## src/rtl/lsu_pkg.sv

```systemverilog
// Shared encodings and state type for the DMEM load/store unit.
// Imported by lsu_align and dmem_lsu.
package lsu_pkg;

    localparam int WORD_W = 32;

    localparam logic [1:0] SIZE_B = 2'b00;
    localparam logic [1:0] SIZE_H = 2'b01;
    localparam logic [1:0] SIZE_W = 2'b10;
    localparam logic [1:0] SIZE_X = 2'b11;

    typedef enum logic [2:0] {
        IDLE,
        RD,
        W_SETUP,
        W_PULSE,
        W_HOLD,
        RESP
    } lsu_state_t;

endpackage

```

## src/rtl/lsu_align.sv

```systemverilog
// Lane extract/extend for loads, lane merge for sub-word stores,
// and size/alignment error detection.
module lsu_align
    import lsu_pkg::*;
(
    input  logic [1:0]        size,
    input  logic              is_unsigned,
    input  logic [1:0]        addr_lo,
    input  logic [WORD_W-1:0] wdata,
    input  logic [WORD_W-1:0] rword,
    output logic [WORD_W-1:0] load_data,
    output logic [WORD_W-1:0] merged,
    output logic              align_err
);

    logic [7:0]  byte_v;
    logic [15:0] half_v;
    logic        sx;

    always_comb begin
        byte_v    = rword[{addr_lo, 3'b000} +: 8];
        half_v    = addr_lo[1] ? rword[31:16] : rword[15:0];
        sx        = 1'b0;
        load_data = '0;
        merged    = rword;
        case (size)
            SIZE_B: begin
                sx        = ~is_unsigned & byte_v[7];
                load_data = {{24{sx}}, byte_v};
                merged[{addr_lo, 3'b000} +: 8] = wdata[7:0];
            end
            SIZE_H: begin
                sx        = ~is_unsigned & half_v[15];
                load_data = {{16{sx}}, half_v};
                merged[{addr_lo[1], 4'b0000} +: 16] = wdata[15:0];
            end
            SIZE_W: begin
                load_data = rword;
                merged    = wdata;
            end
            default: begin
                load_data = '0;
                merged    = rword;
            end
        endcase
    end

    assign align_err = (size == SIZE_X)
                     | ((size == SIZE_H) & addr_lo[0])
                     | ((size == SIZE_W) & (addr_lo != 2'b00));

endmodule

```

## src/rtl/dmem_lsu.sv

```systemverilog
// Load/store initiator for the word-addressed DMEM; sub-word stores
// are read-modify-write and every DMEM strobe comes from a register.
module dmem_lsu
    import lsu_pkg::*;
#(
    parameter int DEPTH_WORDS = 256
) (
    input  logic              clk,
    input  logic              rst_n,
    input  logic              req_valid,
    output logic              req_ready,
    input  logic              req_we,
    input  logic [1:0]        req_size,
    input  logic              req_unsigned,
    input  logic [31:0]       req_addr,
    input  logic [31:0]       req_wdata,
    output logic              resp_valid,
    output logic              resp_err,
    output logic [31:0]       resp_rdata,
    output logic [31:0]       dmem_address,
    output logic [31:0]       dmem_data_in,
    output logic              dmem_mem_write,
    output logic              dmem_mem_read,
    input  logic [31:0]       dmem_data_out
);

    lsu_state_t        state;
    logic              we_q;
    logic [1:0]        size_q;
    logic              uns_q;
    logic [1:0]        addr_lo_q;
    logic [WORD_W-1:0] wdata_q;

    logic              idle;
    logic [1:0]        a_size;
    logic              a_uns;
    logic [1:0]        a_addr_lo;
    logic [WORD_W-1:0] a_wdata;
    logic [WORD_W-1:0] load_data;
    logic [WORD_W-1:0] merged;
    logic              align_err;
    logic              range_err;
    logic              bad;
    logic              need_rd;

    // In IDLE the aligner checks the incoming request; afterwards it
    // works on the captured copy.
    assign idle      = (state == IDLE);
    assign a_size    = idle ? req_size        : size_q;
    assign a_uns     = idle ? req_unsigned    : uns_q;
    assign a_addr_lo = idle ? req_addr[1:0]   : addr_lo_q;
    assign a_wdata   = idle ? req_wdata       : wdata_q;

    assign range_err = {2'b00, req_addr[31:2]} >= 32'(DEPTH_WORDS);
    assign bad       = align_err | range_err;
    assign need_rd   = ~req_we | (req_size != SIZE_W);

    lsu_align u_align (
        .size        (a_size),
        .is_unsigned (a_uns),
        .addr_lo     (a_addr_lo),
        .wdata       (a_wdata),
        .rword       (dmem_data_out),
        .load_data   (load_data),
        .merged      (merged),
        .align_err   (align_err)
    );

    always_ff @(posedge clk or negedge rst_n) begin
        if (!rst_n) begin
            state          <= IDLE;
            we_q           <= 1'b0;
            size_q         <= '0;
            uns_q          <= 1'b0;
            addr_lo_q      <= '0;
            wdata_q        <= '0;
            req_ready      <= 1'b0;
            resp_valid     <= 1'b0;
            resp_err       <= 1'b0;
            resp_rdata     <= '0;
            dmem_address   <= '0;
            dmem_data_in   <= '0;
            dmem_mem_write <= 1'b0;
            dmem_mem_read  <= 1'b0;
        end else begin
            case (state)
                IDLE: begin
                    if (req_valid && req_ready) begin
                        we_q      <= req_we;
                        size_q    <= req_size;
                        uns_q     <= req_unsigned;
                        addr_lo_q <= req_addr[1:0];
                        wdata_q   <= req_wdata;
                        req_ready <= 1'b0;
                        if (bad) begin
                            state      <= RESP;
                            resp_valid <= 1'b1;
                            resp_err   <= 1'b1;
                            resp_rdata <= '0;
                        end else begin
                            dmem_address <= {2'b00, req_addr[31:2]};
                            if (need_rd) begin
                                state         <= RD;
                                dmem_mem_read <= 1'b1;
                            end else begin
                                state        <= W_SETUP;
                                dmem_data_in <= req_wdata;
                            end
                        end
                    end else begin
                        req_ready <= 1'b1;
                    end
                end
                RD: begin
                    dmem_mem_read <= 1'b0;
                    if (we_q) begin
                        dmem_data_in <= merged;
                        state        <= W_SETUP;
                    end else begin
                        resp_valid <= 1'b1;
                        resp_err   <= 1'b0;
                        resp_rdata <= load_data;
                        state      <= RESP;
                    end
                end
                W_SETUP: begin
                    dmem_mem_write <= 1'b1;
                    state          <= W_PULSE;
                end
                W_PULSE: begin
                    dmem_mem_write <= 1'b0;
                    state          <= W_HOLD;
                end
                W_HOLD: begin
                    resp_valid <= 1'b1;
                    resp_err   <= 1'b0;
                    resp_rdata <= '0;
                    state      <= RESP;
                end
                RESP: begin
                    resp_valid <= 1'b0;
                    resp_err   <= 1'b0;
                    resp_rdata <= '0;
                    req_ready  <= 1'b1;
                    state      <= IDLE;
                end
                default: begin
                    state     <= IDLE;
                    req_ready <= 1'b1;
                end
            endcase
        end
    end

endmodule

```

## config.mk

```make
export PLATFORM = sky130hd
export DESIGN_NAME = dmem_lsu
export DESIGN_NICKNAME = d
export VERILOG_FILES = /design/src/rtl/lsu_pkg.sv /design/src/rtl/lsu_align.sv /design/src/rtl/dmem_lsu.sv
export SDC_FILE = /design/constraint.sdc
export NUM_CORES = 1
export LEC_CHECK = 0
export CORE_MARGIN = 5
export CORE_UTILIZATION = 50
export DETAILED_ROUTE_END_ITERATION = 8
export GPL_TIMING_DRIVEN = 0
export HOLD_SLACK_MARGIN = 0.12
export PLACE_DENSITY = 0.84
export SLEW_MARGIN = 20
export SYNTH_ARGS = -nofsm -noshare
export SYNTH_HDL_FRONTEND = slang
export SYNTH_HIERARCHICAL = 1
export SYNTH_SLANG_ARGS = --single-unit
```

## constraint.sdc

```tcl
create_clock -name clk -period 4.1 [get_ports clk]
set_input_delay 0.82 -clock clk [delete_from_list [all_inputs] [get_ports clk]]
set_output_delay 0.82 -clock clk [all_outputs]
set_load 0.005 [all_outputs]
```

**Word-level counts from Yosys, hierarchy flattened**

Cells that the tools add are included.

- Flip-flop bits (word level): 140
- Bits in latches: 0
- Memory bits (writable): 0
- Bits in read-only memories: 0
- Bits of input ports: 103
- Output and inout bits: 101
- Logic and storage cells: 101
- Memories kept: 0

- Add/sub/neg operators: 2
- $mul: 0
- Div/mod/pow operators: 0
- Order comparisons: 1
- Equal/unequal tests: 16
- Shift operators: 5
- Muxes and demuxes: 36
- Bitwise gates (word level): 11
- Reduce and logical (&&, ||, !) cells: 16

Operators with widths:

| operator | number |
|---|---|
| $pmux W32 S3 | 3 |
| $mux W32 | 8 |
| $bwmux W32 | 2 |
| $pmux W32 S2 | 1 |
| $shift A16 B7 Y32 const A | 1 |
| $shift A8 B7 Y32 const A | 1 |
| $shiftx A16 B7 Y32 | 1 |
| $shiftx A32 B6 Y8 | 1 |
| $shiftx A8 B7 Y32 | 1 |
| $ge A30 B9 Y1 const B | 1 |
| $mux W16 | 1 |
| $pmux W3 S5 | 1 |
| $neg A5 Y7 | 2 |
| $reduce_and A4 Y1 | 3 |
| $ne A2 B2 Y1 const B | 5 |
| $mux W1 | 9 |
| $mux W3 | 3 |
| $eq A3 B2 Y1 const B | 2 |
| $eq A3 B3 Y1 const B | 2 |
| $mux W2 | 3 |
| $ne A2 B1 Y1 const B | 3 |
| $pmux W1 S2 | 3 |
| $reduce_bool A2 Y1 | 3 |
| $reduce_and A5 Y1 | 1 |
| 17 further kinds | 26 |

**Longest topological paths before layout**

Gate-level depths: netlist (run 1).

- Depth in word-level cells: 10
- Gate-level depth with buffers: 17
- Depth with buffers taken out: 12

**Hierarchy**

Netlist (run 1), hierarchy kept.

By module, submodules not included:

| module | instances | cells each | area an instance (µm²) | seq. area each (µm²) |
|---|---|---|---|---|
| dmem_lsu | 1 | 599 | 6528.8 | 3503.4 |
| lsu_align | 1 | 250 | 1675.4 | 0.0 |

**Worst setup path before layout (run 1)**

No wires, ideal clock.

- Kind: flip-flop to flip-flop
- Start point: reg state[0]
- End point: reg dmem_address[0]
- Data arrival time: 3.058 ns
- Data required time: 3.972 ns
- Slack: 0.914 ns
- Stages on the path, launching flop included: 17
- Buffers on the path: 5
- Period minus slack after synthesis: 3.186 ns
- Cell sequence: dfrtp_1 -> buf_2 -> nor2_1 -> nand2_1 -> buf_2 -> nand2_1 -> nand2_1 -> buf_4 -> buf_4 -> inv_1 -> ha_1 -> a21oi_1 -> nor4_2 -> nand4_2 -> nor3b_2 -> buf_4 -> mux2_1

RTL lines:

| element | line | source |
|---|---|---|
| start: declaration | dmem_lsu.sv:27 | `lsu_state_t state;` |
| start signal: assignment | dmem_lsu.sv:71 | `state <= IDLE;` |
| start signal: assignment | dmem_lsu.sv:96 | `state <= RESP;` |
| start signal: assignment | dmem_lsu.sv:103 | `state <= RD;` |
| $logic_not A3 Y1 | dmem_lsu.sv:48 | `assign idle = (state == IDLE);` |
| $mux W2 | dmem_lsu.sv:51 | `assign a_addr_lo = idle ? req_addr[1:0] : addr_lo_q;` |
| via a_addr_lo[1] | dmem_lsu.sv:37 | `logic [1:0] a_addr_lo;` |
| $reduce_bool A2 Y1 | lsu_align.sv:50 | `\| ((size == SIZE_W) & (addr_lo != 2'b00));` |
| $and A1 B1 Y1 | lsu_align.sv:50 |  |
| $or A1 B1 Y1 | lsu_align.sv:50 |  |
| via align_err | dmem_lsu.sv:41 | `logic align_err;` |
| $or A1 B1 Y1 | dmem_lsu.sv:55 | `assign bad = align_err \| range_err;` |
| $not A1 Y1 (no line) | -- |  |
| $reduce_and A3 Y1 (no line) | -- |  |
| end signal: assignment | dmem_lsu.sv:101 | `dmem_address <= {2'b00, req_addr[31:2]};` |
| end: declaration | dmem_lsu.sv:20 | `output logic [31:0] dmem_address,` |

The timed path passes the listed nets, and every way through them passes these cells.
A chain may end at the register's enable or synchronous reset.

**Worst setup path after layout (run 1)**

- Start point: reg state[0]
- End point: reg resp_rdata[13]

RTL lines:

| element | line | source |
|---|---|---|
| $logic_not A3 Y1 | dmem_lsu.sv:48 |  |
| $mux W2 | dmem_lsu.sv:51 |  |
| via a_addr_lo[1] | dmem_lsu.sv:37 |  |
| $reduce_bool A2 Y1 | lsu_align.sv:50 |  |
| $and A1 B1 Y1 | lsu_align.sv:50 |  |
| $or A1 B1 Y1 | lsu_align.sv:50 |  |
| via align_err | dmem_lsu.sv:41 |  |
| $or A1 B1 Y1 | dmem_lsu.sv:55 |  |
| $ne A2 B1 Y1 (no line) | -- |  |
| $reduce_and A4 Y1 (no line) | -- |  |
| end signal: assignment | dmem_lsu.sv:122 | `resp_rdata <= load_data;` |
| end: declaration | dmem_lsu.sv:19 | `output logic [31:0] resp_rdata,` |

The timed path passes the listed nets, and every way through them passes these cells. The select of a mux whose other input is x is not followed.

==> results of run 1 <==
[power by group through the flow]
stage	Clock, W	Sequential [W]	Combinational (W)
finish	0.00169	0.00219	0.00537
global route	0.00176	0.00224	0.00573
CTS	0.00169	0.00218	0.00522
detailed placement	0	0.00219	0.00517
global placement	0	0.00217	0.00508
floorplan	0	0.00216	0.00333
[per-layer routing]
metal | global-route usage, % | vias to the layer above
met5 | 0 | -
met1 | 38.8 | 3797
met3 | 7.21 | 75
met4 | 11.0 | 0
li1 | - | 3552
met2 | 45.6 | 527
[synth_stat cells, types with 2 or more instances]
| cell type | instances |
|---|---|
| a22o_1 | 14 |
| and3b_1 | 2 |
| a21boi_0 | 2 |
| nand2_1 | 177 |
| nor4_1 | 2 |
| ha_1 | 5 |
| mux2_2 | 44 |
| mux2_1 | 8 |
| buf_1 | 3 |
| o21a_1 | 2 |
| nor4_2 | 4 |
| o22ai_1 | 8 |
| a31oi_1 | 33 |
| and3_1 | 36 |
| nand3b_1 | 2 |
| a311oi_1 | 33 |
| a221o_1 | 21 |
| o21ai_1 | 2 |
| nor2_1 | 20 |
| o221ai_1 | 17 |
| inv_1 | 17 |
| mux2i_1 | 59 |
| clkbuf_1 | 30 |
| nand2b_1 | 2 |
| nor2b_1 | 27 |
| nor3_1 | 5 |
| o21ai_0 | 6 |
| clkbuf_2 | 2 |
| a21oi_1 | 7 |
| or2_2 | 2 |
| a32oi_1 | 4 |
| or3_1 | 2 |
| and2_1 | 3 |
| a21o_1 | 33 |
| nor3b_2 | 2 |
| buf_4 | 7 |
| dfrtp_1 | 140 |
| a22oi_1 | 8 |
| buf_2 | 34 |
[worst paths after layout]
path                                       startpoint                          to  slack [ns]  cells after the start
setup / recovery                 state[0]$_DFFE_PN0P_  resp_rdata[13]$_DFFE_PN0P_        0.15                     18
hold / removal                                  rst_n        resp_err$_DFFE_PN0P_        0.32                      1
setup reg to reg                 state[0]$_DFFE_PN0P_  resp_rdata[13]$_DFFE_PN0P_        0.15                     18
hold reg to reg            resp_rdata[17]$_DFFE_PN0P_  resp_rdata[17]$_DFFE_PN0P_        0.48                      1
max in group asynchronous                       rst_n     wdata_q[15]$_DFFE_PN0P_        3.04                      2
min in group clk           resp_rdata[17]$_DFFE_PN0P_  resp_rdata[17]$_DFFE_PN0P_        0.48                      1
[state kept, by name (all words and copies together), names as in the netlist, 2 cells and up]
signal	count
addr_lo_q	2
state	3
wdata_q	32
dmem_data_in	32
size_q	2
resp_rdata	32
dmem_address	30
[timing repair]
item | CTS | global route
setup endpoints to repair | 38 | 89
gates resized for setup | 2 | 11
pin swaps | 2 | 1
setup buffers | 2 | 0
[logic make-up after synthesis]
kind of cell	count (synthesis)	share of synthesized area (%)
simple gates	298	17.7
compound gates	199	19.2
flops	140	42.7
mux	111	14.3
buf+inv	95	5.31
fa+ha+maj	5	0.763
other cells	1	0.0457
[worst max-delay path: cells and delay by family, from the launching register on]
family	cells	cell delay [ns]
buffers and inverters	8	1.64
AND/OR/NAND/NOR	6	0.98
AO/OA/AOI/OAI	3	0.59
adder cells (fa/ha/maj)	1	0.26
flip-flops	1	0.41
[stage by stage]
step / worst slack [ns] / hold WS (ns) / cell area, um2 / cells
finish: 0.148 / 0.324 / 11200 / 1301
global route: 0.0136 / 0.356 / 11200 / 1301
CTS: -0.0161 / 0.346 / 11200 / 1301
detailed placement: -0.0496 / 0.465 / 10500 / 1268
global placement: -3.32 / 0.461 / 10500 / 1267
floorplan: 0.914 / 0.473 / 8210 / 850
[area by class of cell]
cell class / instances / share of cell area, %
plain buffers: 76 / 3.33
flip-flops and latches: 140 / 31.3
clock buffers: 18 / 3.83
multi-input cells: 615 / 38.3
inverters: 18 / 0.603
repair buffers: 204 / 18.4
clock inverters: 14 / 1.87
well taps: 216 / 2.41
==> impl_results.md, run 1 <==
- Initial Utilization: 51.3%
- Final Util: 70.0%
- Total Neg Setup Slack: 0 ns
- Pwr Total: 0.00925 W
- CP Capture Type: flop
- Post-Syn Area: 0.00820 mm2
- Crit Path Class: reg2reg
- Mean Syn Cell Area: 9.66 um2
- Detailed Routing Iterations Pass 1: 6
- Die X: 138 um
- Flop pwr share: 23.6%
- I/O pins: 204
- Crit Path Max Fanout: 10
- CP Launch Type: flop
- Port-buffer cells: 201
- Multi-input logic area: 0.00429 mm2
- Most common cell after layout, fill and taps aside: clkdlybuf4s50_1
- Sw frac: 42.9%
- Core ar.: 0.0160 mm2
- GRT overflow: 0
- Worst EP required: 4.47 ns
- CP max stage delay: 0.41 ns
- Htree depth: 4
- Final ANT Viol Nets: 0
- Worst-margin pin slew: 0.774 ns
- Sequential fraction of the synthesis area: 42.7%
- GRT Total Usage: 28.9%
- Comb power frac: 58.1%
- CTS root buf: clkbuf_16
- # hold bufs at CTS: 0
- Vias in the first global route: 7,817
- Clock latency on the worst-skew pair: 0.44 ns
- Crit path top cell by count: buf_4
- Period Utilization, post-route: 96.4%
- Fraction of layout cells with a size suffix above 1: 13.4%
- Max Cap Viol: 0
- Internal power: 0.00528 W
- Core Rows: 46
- Leakage: 5.32 nW
- YS warnings: 6
- GPL Wtd Cong: 0.971
- Register area: 0.00350 mm2
- Area share of the largest cell type after synthesis: 42.7%
- Slew Viols, Final: 0
- Setup Viol. Count Final: 0
- CTS sink cnt: 140
- Die Y: 138 um
- DR WL/cell: 21.8 um
- Initial antenna violation count: 0
- Clock share of power: 18.3%
- Hold Crit Class: in2async
- Final net count: 1,180
- Final min period: 3.95 ns
- Synth cell types: 63
- CP max stage cell: dfrtp_1
- Starting DRT DRC Count: 893
- Max Root-Sink Buffers: 2
- Largest net degree at the start of global routing: 76
- Commonest non-fill, non-tap cells in the layout: clkdlybuf4s50_1 (200), nand2_1 (176), dfrtp_1 (140)
- Met3 routed WL: 2920 um
- Vias per cell: 6.11
- Ys flop type: dfrtp_1
- Final Hold Fails: 0
- WP data arrival: 4.32 ns
- Post-Route M1 WL: 11,400 um
- Synth area leader: dfrtp_1
- FFs w/ async S/R, synth: 100%
- CTS tree: yes
- Synthesized netlist cell count: 849
- CP cell instances: buf_2 > nor2_2 > nand2_2 > buf_2 > nand2_1 > nand2_1 > buf_4 > buf_4 > inv_1 > ha_2 > a21oi_1 > nor4_2 > buf_4 > nand4_2 > buf_4 > o31ai_4 > clkbuf_4 > a21o_1
- Vias: 7,951
- FMAX: 253 MHz
- PwrDens: 825 mW/mm2
- CTS Buf Count: 17
- Number of antenna cells inserted: 0
- Fill cell count: 1,226
- Run status: complete, no violations
- First-pass GRT wire length: 44,000 um
- Slew headroom: 48.1%
- P_sw: 0.00397 W
- Clk slew on worst S/H paths: 0.06 ns
- Post-synth EDFFs: 0
- Post-detail-place hpwl: 20,800 um
- Top Metal Used: met4
- DRT Wirelength: 28,400 um
- DRC viols: 0
- Final clock skew: 0.00860 ns
- Unrepaired setup endpoints after global routing: no
- Maximum vdd drop: 516 uV
- WL met2: 13,100 um
- DIE AREA: 0.0191 mm2
- Synthesized flop and latch total: 140
- Area Overhead vs Synth: 36.5%
- Area contributors post-synth: dfrtp_1 (43%), nand2_1 (8.1%), mux2i_1 (7.2%)
(Power assumes the default switching activity.)
==> inputs of run 2 (changes only) <==
- DONT_BUFFER_PORTS: unset -> 1
- PLACE_DENSITY: 0.84 -> 0.68
- SKIP_CTS_REPAIR_TIMING: unset -> 1
- SLEW_MARGIN: 20 -> unset
==> impl_results.md, run 2 (synthesis gave the netlist of run 1 again) <==
- Max Cap Viol: 0 (unchanged)
- GPL Wtd Cong: 0.959 (-1.2%)
- Vias per cell: 6.34 (+3.7%)
- Clock latency on the worst-skew pair: 0.42 ns (-0.02 ns)
- CP Capture Type: flop
- Max Root-Sink Buffers: 2 (unchanged)
- Setup Viol. Count Final: 0 (unchanged)
- Slew Viols, Final: 0 (unchanged)
- Crit Path Max Fanout: 10 (unchanged)
- Core ar.: 0.0160 mm2 (unchanged)
- Die Y: 138 um (unchanged)
- R2R Setup Slk: 0.22 ns (+0.07 ns)
- Slew headroom: 50.4% (+2.3 points)
- Core Rows: 46 (unchanged)
- DRT Wirelength: 26,300 um (-7.2%)
- Most common cell after layout, fill and taps aside: nand2_1
- WP data arrival: 4.17 ns (-0.15 ns)
- Fin cells: 1,101 (-15%)
- Initial Utilization: 51.3% (unchanged)
- Period Utilization, post-route: 94.8% (-1.6 points)
- Port-buffer cells: 0 (-100%)
- Final clock skew: 0.00757 ns (-0.00102 ns)
- GRT Total Usage: 27.0% (-1.9 points)
- DRC viols: 0 (unchanged)
- FMAX: 257 MHz (+1.7%)
- CTS root buf: clkbuf_16
- Clk slew on worst S/H paths: 0.06 ns (about the same)
- Final net count: 980 (-17%)
- Starting DRT DRC Count: 740 (-17%)
- CTS sink cnt: 140 (unchanged)
- Maximum vdd drop: 406 uV (-21%)
- Hold Crit Class: in2async
- Fin Hold WS: 0.376 ns (+0.0519 ns)
- Worst-margin pin slew: 0.739 ns (-0.0352 ns)
- Placed cell count: 1,066 (-16%)
- Area Overhead vs Synth: 12.5%
- Unrepaired setup endpoints after global routing: no
- First-pass GRT wire length: 40,500 um (-8.0%)
- Final Cell Area: 0.00923 mm2 (-18%)
- CTS Buf Count: 17 (unchanged)
- Run status: complete, no violations
- Leakage: 4.58 nW (-14%)
- Die X: 138 um (unchanged)
- Worst EP required: 4.39 ns (-0.08 ns)
- Detailed Routing Iterations Pass 1: 5 (-1)
- Final min period: 3.88 ns (-0.0669 ns)
- Crit Path Class: reg2reg
- Initial antenna violation count: 0 (unchanged)
- Vias: 6,976 (-12%)
- Final ANT Viol Nets: 0 (unchanged)
- Post-detail-place hpwl: 19,700 um (-5.5%)
- PwrDens: 922 mW/mm2 (+12%)
- Fraction of layout cells with a size suffix above 1: 16.6% (+3.2 points)
- Htree depth: 4 (unchanged)
- DR WL/cell: 23.9 um (+9.6%)
- CP Launch Type: flop
- GRT overflow: 0 (unchanged)
- Commonest non-fill, non-tap cells in the layout: nand2_1 (176), dfrtp_1 (140), mux2i_1 (59)
- Post-place instance area: 0.00848 mm2 (-19%)
- Regs by FF count: dmem_data_in (32), resp_rdata (32), wdata_q (32)
- Number of antenna cells inserted: 0 (unchanged)
- I/O pins: 204 (unchanged)
- Pwr Total: 0.00851 W (-7.9%)
- Largest net degree at the start of global routing: 141 (+86%)
- Final Hold Fails: 0 (unchanged)
- CTS tree: yes
- Vias in the first global route: 6,681 (-15%)
- DIE AREA: 0.0191 mm2 (unchanged)
## run 2: cell count changes in the layout (fill, tap and decap cells not counted), moves of 2 or more
cell | before | now
clkinv_4 | 1 | 3
buf_2 | 31 | 29
clkdlybuf4s50_1 | 200 | 0
clkbuf_2 | 3 | 5
## run 2: worst paths after layout
kind                                         start                           end  depth (start not counted)
max                           state[0]$_DFFE_PN0P_  dmem_data_in[27]$_DFFE_PN0P_                         17
min                                          rst_n  dmem_address[20]$_DFFE_PN0P_                          1
max reg2reg                   state[0]$_DFFE_PN0P_  dmem_data_in[27]$_DFFE_PN0P_                         17
min reg2reg                wdata_q[24]$_DFFE_PN0P_       wdata_q[24]$_DFFE_PN0P_                          1
max in group asynchronous                    rst_n       wdata_q[18]$_DFFE_PN0P_                          1
min in group clk           wdata_q[24]$_DFFE_PN0P_       wdata_q[24]$_DFFE_PN0P_                          1
## run 2: through the flow
| step | worst slack [ns] | TNS [ns] | util, % |
|---|---|---|---|
| floorplan | 0.914 | 0 | - |
| global placement | -0.205 | -5.07 | 53.0 |
| detailed placement | -0.172 | -2.94 | 53.0 |
| CTS | -0.221 | -5.12 | 57.0 |
| global route | 0.0236 | 0 | 57.7 |
| finish | 0.215 | 0 | 57.7 |
## run 2: worst max-delay path: stages (launching register included)
cell and delay [ns]:
dfrtp_1 0.39, buf_2 0.19, nor2_2 0.15, nand2_2 0.16, clkbuf_4 0.26, nand2_1 0.09, nand2_1 0.11, buf_4 0.20
buf_4 0.19, inv_1 0.14, ha_2 0.25, a21oi_1 0.15, nor4_4 0.42, and4_1 0.26, clkbuf_4 0.22, a21o_4 0.21
buf_2 0.24, a31oi_1 0.13
## run 2: routing by layer
metal	vias to the layer above	global-route usage, %	part of all wire (%)
li1	3154	-	-
met1	3361	34.5	39
met2	414	42.2	47
met3	47	10.7	12
met4	0	8.89	2.2
met5	-	0	0
## run 2: cell type report
type	count	area [um2]
fillers	1443	6770
multi-input cells	615	4310
flip-flops and latches	140	3500
clock buffers	17	425
plain buffers	77	384
well taps	216	270
clock inverters	15	214
inverters	18	67.6
repair buffers	3	55.1
## run 2: report_power, final
| group | internal (W) | switching, W | total, W |
|---|---|---|---|
| Combinational | 0.00181 | 0.00278 | 0.00458 |
| Clock | 0.00103 | 0.000642 | 0.00167 |
| Sequential | 0.00189 | 0.000367 | 0.00226 |
==> inputs of run 3 (changes only) <==
- PLACE_DENSITY: 0.68 -> 0.74
- clock period: 4.1 -> 4.6 ns (I/O delays scaled with it)
==> impl_results.md, run 3 (synthesis gave the netlist of run 1 again) <==
- Run status: complete, no violations
- DRC viols: 0 (unchanged)
- First-pass GRT wire length: 41,100 um (+1.6%)
- Crit Path Class: reg2reg
- CP cell instances: buf_2 > nor2_1 > nand2_1 > buf_2 > nand2_1 > nand2_1 > buf_2 > inv_1 > clkbuf_1 > a21oi_1 > nor4_2 > and4_1 > buf_2 > a21o_1 > buf_2 > a31oi_1
- CTS tree: yes
- Final ANT Viol Nets: 0 (unchanged)
- Core ar.: 0.0160 mm2 (unchanged)
- Post-detail-place hpwl: 19,800 um (+0.97%)
- PwrDens: 822 mW/mm2 (-11%)
- I/O pins: 204 (unchanged)
- Regs by FF count: dmem_data_in (32), resp_rdata (32), wdata_q (32)
- CTS root buf: clkbuf_16
- Final clock skew: 0.00846 ns (+0.000886 ns)
- CP max stage cell: clkbuf_1
- DIE AREA: 0.0191 mm2 (unchanged)
- Crit Path Max Fanout: 10 (unchanged)
- Slew headroom: 53.1% (+2.7 points)
- Detailed Routing Iterations Pass 1: 5 (unchanged)
- GR Layer Usage met3: 11.2% (+0.52 points)
- Clock latency on the worst-skew pair: 0.44 ns (+0.02 ns)
- Crit path top cell by count: buf_2
- DR WL/cell: 24.4 um (+2.1%)
- Final net count: 977 (-0.31%)
- Area Overhead vs Synth: 10.8%
- Initial antenna violation count: 1 (+1)
- Slew Viols, Final: 0 (unchanged)
- Placed cell count: 1,066 (unchanged)
- Vias: 7,024 (+0.69%)
- Vias in the first global route: 6,854 (+2.6%)
- Final min period: 4.22 ns (+0.332 ns)
- R2R Setup Slk: 0.38 ns (+0.17 ns)
- Commonest non-fill, non-tap cells in the layout: nand2_1 (177), dfrtp_1 (140), mux2i_1 (59)
- Largest net degree at the start of global routing: 141 (unchanged)
- Max Root-Sink Buffers: 2 (unchanged)
- CP max stage delay: 0.43 ns (about the same)
- R2r startpoint: state[0]$_DFFE_PN0P_
- Initial Utilization: 51.3% (unchanged)
- Total Neg Setup Slack: 0 ns (unchanged)
- GRT overflow: 0 (unchanged)
- WP data arrival: 4.53 ns (+0.36 ns)
- Critical path's top delay family: buffers and inverters
- DRT Wirelength: 26,800 um (+1.8%)
- FMAX: 237 MHz (-7.9%)
- Reg2reg path depth: 16 (-1)
- WP buf/inv: 7 (unchanged)
- Period Utilization, post-route: 91.7% (-3.1 points)
- Starting DRT DRC Count: 784 (+5.9%)
- GRT Total Usage: 27.5% (+0.47 points)
- R2r endpoint: dmem_data_in[27]$_DFFE_PN0P_
- Htree depth: 4 (unchanged)
- Number of antenna cells inserted: 0 (unchanged)
- Port-buffer cells: 0 (unchanged)
- Worst EP required: 4.91 ns (+0.52 ns)
- Leakage: 4.52 nW (-1.3%)
- Pwr Total: 0.00748 W (-12%)
- Fraction of layout cells with a size suffix above 1: 15.5% (-1.1 points)
- Worst-margin pin slew: 0.699 ns (-0.0400 ns)
- Layer with the highest usage: met2
- Vias per cell: 6.40 (+0.96%)
- Met1 Track Usage GR: 33.9% (-0.59 points)
- CP Launch Type: flop
- Most common cell after layout, fill and taps aside: nand2_1
- Die X: 138 um (unchanged)
- GPL Wtd Cong: 1.00 (+4.3%)
- Maximum vdd drop: 530 uV (+31%)
- Fin cells: 1,098 (-0.27%)
- GR Util met2: 42.4% (+0.21 points)
- Max Cap Viol: 0 (unchanged)
- Setup Viol. Count Final: 0 (unchanged)
- Clk slew on worst S/H paths: 0.07 ns (about the same)
- Unrepaired setup endpoints after global routing: no
- Final Hold Fails: 0 (unchanged)
- CTS sink cnt: 140 (unchanged)
- CTS Buf Count: 17 (unchanged)
- Hold Crit Class: in2async
- CP Capture Type: flop
- Die Y: 138 um (unchanged)
- Core Rows: 46 (unchanged)
## run 3: changes by cell type in the layout (fill, tap and decap cells not counted), sizes merged
cell and change:
bufinv -2, clkbuf -3, clkinv -2, clkinvlp -4
inv +8
## run 3: layout make-up
type	count	area [um2]
buffer	77	368
multi-input combinational	615	4270
clock buffer	17	425
sequential	140	3500
clock inverter	15	186
tap	216	270
fill	1418	6910
inverter	18	67.6
## run 3: worst max path at each step
stage | from | endpoint | cells after the start
after floorplan | state[0]$_DFFE_PN0P_ | dmem_address[0]$_DFFE_PN0P_ | 16
after global placement | state[0]$_DFFE_PN0P_ | dmem_data_in[23]$_DFFE_PN0P_ | 16
after detailed placement | state[0]$_DFFE_PN0P_ | dmem_address[6]$_DFFE_PN0P_ | 16
after CTS | state[0]$_DFFE_PN0P_ | dmem_address[6]$_DFFE_PN0P_ | 15
after global routing | state[0]$_DFFE_PN0P_ | dmem_address[0]$_DFFE_PN0P_ | 15
final | state[0]$_DFFE_PN0P_ | dmem_data_in[27]$_DFFE_PN0P_ | 16
## run 3: metrics by stage
stage | hold slack [ns] | setup WS, ns | utilization (%) | cell area, um2
finish | 0.180 | 0.383 | 56.8 | 9090
CTS | 0.172 | 0.464 | 56.8 | 9090
global placement | 0.488 | 0.466 | 53.0 | 8480
detailed placement | 0.495 | 0.491 | 53.0 | 8480
global route | 0.168 | 0.147 | 56.8 | 9090
floorplan | 0.473 | 1.41 | - | 8210
## run 3: per-layer routing
layer	vias to the layer above	routed length [um]
met5	-	20
met4	2	986
met3	70	3240
met2	417	12300
met1	3401	10300
li1	3134	-
## run 3: where the power goes
group          internal [W]  total (W)  switching (W)  leakage (nW)
logic               0.00158    0.00400        0.00242          2.43
clock network      0.000830    0.00145       0.000622         0.304
registers           0.00168    0.00203       0.000346          1.78
total               0.00409    0.00748        0.00339          4.52
